==> src/rtl/fetch_pc_unit.sv <==
// Fetch-stage PC and IF/ID register for the 5-stage MIPS pipeline.
// Picks the next PC, addresses instruction memory and flags fetches that fault.
module fetch_pc_unit #(
  parameter logic [31:0] PC_RESET      = 32'h0000_3000,
  parameter logic [31:0] IM_BASE       = 32'h0000_3000,
  parameter int          IM_WORDS_LOG2 = 10
) (
  input  logic                     clk,
  input  logic                     reset,
  input  logic                     stall,
  input  logic [1:0]               npc_sel,
  input  logic                     br_taken,
  input  logic [15:0]              imm16_d,
  input  logic [25:0]              index26_d,
  input  logic [31:0]              rs_val_d,
  input  logic [31:0]              instr_f,
  output logic [IM_WORDS_LOG2-1:0] im_addr,
  output logic [31:0]              pc_f,
  output logic [31:0]              ir_d,
  output logic [31:0]              pc_d,
  output logic [31:0]              pc8_d,
  output logic                     fetch_err_d
);

  typedef enum logic [1:0] {
    NPC_SEQ    = 2'b00,
    NPC_BRANCH = 2'b01,
    NPC_JUMP   = 2'b10,
    NPC_JR     = 2'b11
  } npc_sel_e;

  // One past the last mapped byte; 33 bits so a base near the top of memory cannot wrap.
  localparam logic [32:0] IM_END = {1'b0, IM_BASE} + (33'd4 << IM_WORDS_LOG2);

  logic [31:0] pc_plus4;
  logic [31:0] br_target;
  logic [31:0] j_target;
  logic [31:0] npc;
  logic        fault_f;

  // Only the word-index bits of (pc_f - IM_BASE) matter, so subtract just those bits.
  assign im_addr = pc_f[IM_WORDS_LOG2+1:2] - IM_BASE[IM_WORDS_LOG2+1:2];

  assign fault_f = (pc_f[1:0] != 2'b00)
                || (pc_f < IM_BASE)
                || ({1'b0, pc_f} >= IM_END);

  assign pc_plus4  = pc_f + 32'd4;
  assign br_target = pc_d + 32'd4 + {{14{imm16_d[15]}}, imm16_d, 2'b00};
  assign j_target  = {pc_d[31:28], index26_d, 2'b00};
  assign pc8_d     = pc_d + 32'd8;

  // NOTE: npc gets a default before the case so no path leaves it unassigned (no latch).
  always_comb begin
    npc = pc_plus4;
    case (npc_sel_e'(npc_sel))
      NPC_BRANCH: if (br_taken) npc = br_target;
      NPC_JUMP:   npc = j_target;
      NPC_JR:     npc = rs_val_d;
      default:    npc = pc_plus4;
    endcase
  end

  // NOTE: state is written with <= so every register samples pre-edge values together.
  always_ff @(posedge clk) begin
    if (reset) begin
      pc_f        <= PC_RESET;
      ir_d        <= 32'h0;
      pc_d        <= 32'h0;
      fetch_err_d <= 1'b0;
    end else if (!stall) begin
      pc_f <= npc;
      pc_d <= pc_f;
      if (fault_f) begin
        ir_d        <= 32'h0;
        fetch_err_d <= 1'b1;
      end else begin
        ir_d        <= instr_f;
        fetch_err_d <= 1'b0;
      end
    end
  end

endmodule

==> config.mk <==
export PLATFORM = sky130hd
export DESIGN_NAME = fetch_pc_unit
export DESIGN_NICKNAME = d
export VERILOG_FILES = /design/src/rtl/fetch_pc_unit.sv
export SDC_FILE = /design/constraint.sdc
export NUM_CORES = 1
export LEC_CHECK = 0
export ABC_AREA = 1
export CAP_MARGIN = 5
export CORE_ASPECT_RATIO = 0.9
export CORE_UTILIZATION = 40
export DETAILED_ROUTE_END_ITERATION = 12
export GPL_TIMING_DRIVEN = 0
export PLACE_DENSITY_LB_ADDON = 0.3
export SYNTH_ARGS = -nofsm -noshare
export SYNTH_HDL_FRONTEND = slang
export SYNTH_SLANG_ARGS = --single-unit
==> constraint.sdc <==
create_clock -name clk -period 3.84 [get_ports clk]
set_input_delay 0.384 -clock clk [delete_from_list [all_inputs] [get_ports clk]]
set_output_delay 0.384 -clock clk [all_outputs]
set_load 0.02 [all_outputs]
# Yosys cells after proc, flatten, opt, wreduce, memory -nomap -nowiden
# Index checks and enable logic that the tools add are counted.
[totals] reg_bits=97 input_bits=112 output_inout_bits=139 elab_cells=20
[classes] addsub=4 n_lt_le_gt_ge=2 n_eq_ne=3 muxes=4 reduce_logical=3
[op_table] operator="$pmux 32 s3" count=1
[op_table] operator="$add 32x3->32 const B" count=2
[op_table] operator="$mux 32" count=2
[op_table] operator="$add 32x32->32" count=1
[op_table] operator="$add 32x4->32 const B" count=1
[op_table] operator="$ge 32x15->1 const B" count=1
[op_table] operator="$lt 32x14->1 const B" count=1
[op_table] operator="$eq 2x2->1 const B" count=2
[op_table] operator="$eq 2x1->1 const B" count=1
[op_table] operator="$logic_or 1x1->1" count=2
[op_table] operator="$reduce_bool 2->1" count=1
[op_table] operator="$mux 1" count=1

# Logic depth before layout (Yosys ltp)
[logic_depth] ltp_word=4 mapped_depth=20 mapped_depth_nobuf=20

# Worst setup path before layout
# Ideal clock, no wire load.
[synth_timing] kind="register to output" start="register pc_d[4]" end="output pc8_d[31]" arrival_time_ps=2076 t_required_ps=3456 path_slack_ps=1380 path_stages_with_launch=12 n_path_buf=0 cell_sequence="dfxtp_1 -> ha_1 -> nand2_1 -> nor2_4 -> nand2_4 -> nor2_4 -> nand2_2 -> nor3_4 -> nand3_2 -> nor2_2 -> nand2_1 -> xor2_1"
[synth_between] elab_chain_cells=1
[synth_rtl] item="start, declared" line_no="20" text="output logic [31:0] pc_d,"
[synth_rtl] item="start signal, assigned" line_no="73" text="pc_d <= pc_f;"
[synth_rtl] item="$add 32x4->32" line_no="51" text="assign pc8_d = pc_d + 32'd8;"
[synth_rtl] item="end, declared" line_no="21" text="output logic [31:0] pc8_d,"
# No other way between the ends.

# Final worst setup path
# Same ends and word-level chain as after synthesis.

==> metrics.cfg <==
[outcome]
status=complete, no violations

[route]
firstDrtPassIters=8
ant_nets=0
drc=0
via_per_inst=5.32
drt-initial-drc-count=808
vias=9464
wl_per_cell_um=17.9
wirelength_um=31800

[critical_path]
r2r_cells=16
crit_type=reg2out
startpoint_type=flop
cp_data_arrival_time_ps=3060
reg2reg_to=pc_f[29]$_SDFFE_PP0N_
r2r_slack_ps=1020
worstPathRequired_ps=3460
rr_startpoint=pc_d[3]$_SDFFE_PP0N_
endpoint_kind=primary output
crit_fanout=5

[placement]
place_area_mm2=0.0107
pre_cts_ws_ps=404
place_inst=1763
io_buffers=249
gp_congestion=0.968
hpwl_um=26100

[layout]
area_delta_synth_final_pct=39.2
final_util_pct=57.1
antenna_cells=0
final_cell_area_mm2=0.0110
fin_nets=1697
final_cells=1779
drive_above_1_share_pct=3.86

[cts]
cts_tree=done
post_cts_buffers=0
postCtsHoldBufs=0
root_buffer=clkbuf_16
post_cts_resized=0
cts_buffers=9
path_clk_slew_ps=80
htreeDepth=3
clock_latency_ps=360
clock_path_buffers=2
clock_sinks=97

[hold_path]
worstHoldStart=ir_d[11]$_SDFFE_PP0N_
min_to=ir_d[11]$_SDFFE_PP0N_
hold_depth=2
hold_path_class=reg2reg

[logic_synthesis]
synth-seq-cells=97
netlist_area_mm2=0.00791
postSynthCellCount=1264
ys_seq_area_share_pct=24.6
syn_nets=1437
syn_area_per_cell_um2=6.26
ys_types=42
yosys_warnings=0

[global_routing]
antenna_found_initial=0
grt_pass1_vias=8730
grt_max_degree=20
grt_use_total_pct=31.3
grt-ovfl-total=0
grt_pass1_wl_um=48200

[power_and_ir_drop]
p_total_mw=3.12
cellPowerDensity_mw_per_mm2=283
ir_drop_mv=0.231
p_leak_nw=4.87

[die]
die-area_mm2=0.0203
initial_core_util_pct=41.0
coreArea_mm2=0.0193
die_h_um=135
io_pins=251
row_count=48
die_w_um=150

[sta]
setup_viol=0
rsz0062_at_grt=false
fin_skew_ps=9.43
whs_ps=462
fmax_ghz=0.290
min_period_over_period_pct=89.7
finalHoldViolCount=0
fin_ws_ps=394
max_slew_margin_pct=48.1
setup-tns-final_ps=0
slew_violations=0
worst_slew_pin_slew_ps=778
fin_crit_ps=3450

[job]
max_cap_viol_count=0

worst max-delay path, stage by stage (launching register included):
cell             delay (ps)
dfxtp_1                 480
ha_1                    250
nand2_1                 110
nor2_4                  210
nand2_4                 100
nor2_4                  120
nand2_2                 110
nor3_4                  190
nand3_2                 140
nor2_2                  150
nand2_1                  80
xor2_1                  130
clkdlybuf4s50_1         610
placed cells by master (no fill, tap or decap), types with 2 or more instances in the layout:
cell and count:
a211oi_1 3, a21oi_1 131, a22oi_1 2, a31oi_1 5, and3_1 2, buf_1 2, buf_2 4, buf_4 13
clkbuf_1 36, clkbuf_16 9, clkdlybuf4s50_1 249, dfxtp_1 97, ha_1 60, inv_1 177, inv_6 3, inv_8 2
nand2_1 317, nand2_2 2, nand3_1 71, nand3_2 3, nand3_4 2, nand3b_1 15, nand4_1 20, nor2_1 95
nor2_2 3, nor2_4 5, nor3_1 18, nor3_2 2, nor3_4 2, nor4_1 8, o2111ai_1 2, o211ai_1 6
o21ai_0 101, o21bai_1 5, o221ai_1 2, o31ai_1 4, or2_2 6, xnor2_1 8, xor2_1 28
Yosys cell counts, drive strengths merged:
| cell type | n | area (um^2) |
|---|---|---|
| nor2 | 103 | 432 |
| a21o | 1 | 7.51 |
| ha | 60 | 751 |
| and2 | 1 | 6.26 |
| nand4 | 20 | 125 |
| o22ai | 1 | 6.26 |
| o21ai | 102 | 510 |
| o221ai | 2 | 17.5 |
| o2111ai | 2 | 17.5 |
| nand2 | 320 | 1210 |
| o211ai | 6 | 45.0 |
| nor3 | 22 | 143 |
| and3 | 2 | 12.5 |
| a31oi | 5 | 31.3 |
| nor3b | 1 | 7.51 |
| dfxtp | 97 | 1940 |
| clkbuf | 36 | 135 |
| o21bai | 5 | 37.5 |
| a22oi | 2 | 15.0 |
| xnor2 | 8 | 70.1 |
| a21oi | 131 | 656 |
| inv | 177 | 664 |
| nand3 | 76 | 420 |
| nand3b | 15 | 113 |
| o31ai | 4 | 30.0 |
| xor2 | 28 | 245 |
| buf | 19 | 125 |
| fa | 1 | 20.0 |
| nor4 | 8 | 50.1 |
| a211oi | 3 | 22.5 |
| or2 | 6 | 37.5 |
routing by layer:
| metal | GRT usage (%) | share of wire (%) | up-vias |
|---|---|---|---|
| li1 | - | - | 4648 |
| met1 | 42.8 | 44 | 4272 |
| met4 | 11.1 | 3.0 | 0 |
| met2 | 48.3 | 43 | 486 |
| met3 | 6.60 | 10 | 58 |
| met5 | 0 | 0 | - |
cells by family (layout without fill, tap and decap cells):
kind of cell	count (synthesis)	in the layout	share of synthesized area, %
AND/OR/NAND/NOR	574	574	32.4
AO/OA/AOI/OAI	264	264	17.7
buffers and inverters	232	497	11.7
flip-flops	97	97	24.6
adder cells (fa/ha/maj)	61	61	9.75
XOR/XNOR	36	36	3.99
sequential cells by signal, summed over array words and instances, names as in the netlist:
name,count
fetch_err_d,1
pc_f,32
pc_d,32
ir_d,32
layout make-up:
cell class / count / area [um^2]
buffer: 55 / 260
clock buffer: 9 / 225
clock inverter: 7 / 70.1
fill: 1945 / 8270
inverter: 177 / 664
multi-input combinational: 935 / 5040
sequential: 97 / 1940
tap: 250 / 313
timing repair buffer: 249 / 2490
worst max-delay path by stage:
stage / startpoint / to / cells past startpoint
2_1_floorplan: pc_d[4]$_SDFFE_PP0N_ / pc8_d[31] / 11
5_1_grt: pc_d[4]$_SDFFE_PP0N_ / pc8_d[31] / 12
3_5_place_dp: imm16_d[15] / pc_f[22]$_SDFFE_PP0N_ / 14
4_1_cts: pc_d[4]$_SDFFE_PP0N_ / pc8_d[31] / 12
6_report: pc_d[4]$_SDFFE_PP0N_ / pc8_d[31] / 12
3_3_place_gp: imm16_d[15] / pc_f[26]$_SDFFE_PP0N_ / 16
report_power, final:
| group | internal, mW | total (mW) | switching [mW] |
|---|---|---|---|
| clock network | 0.461 | 0.914 | 0.453 |
| registers | 1.06 | 1.16 | 0.101 |
| logic | 0.447 | 1.05 | 0.600 |
| total | 1.97 | 3.12 | 1.15 |
Note: power is estimated with default switching activity, not from simulation.
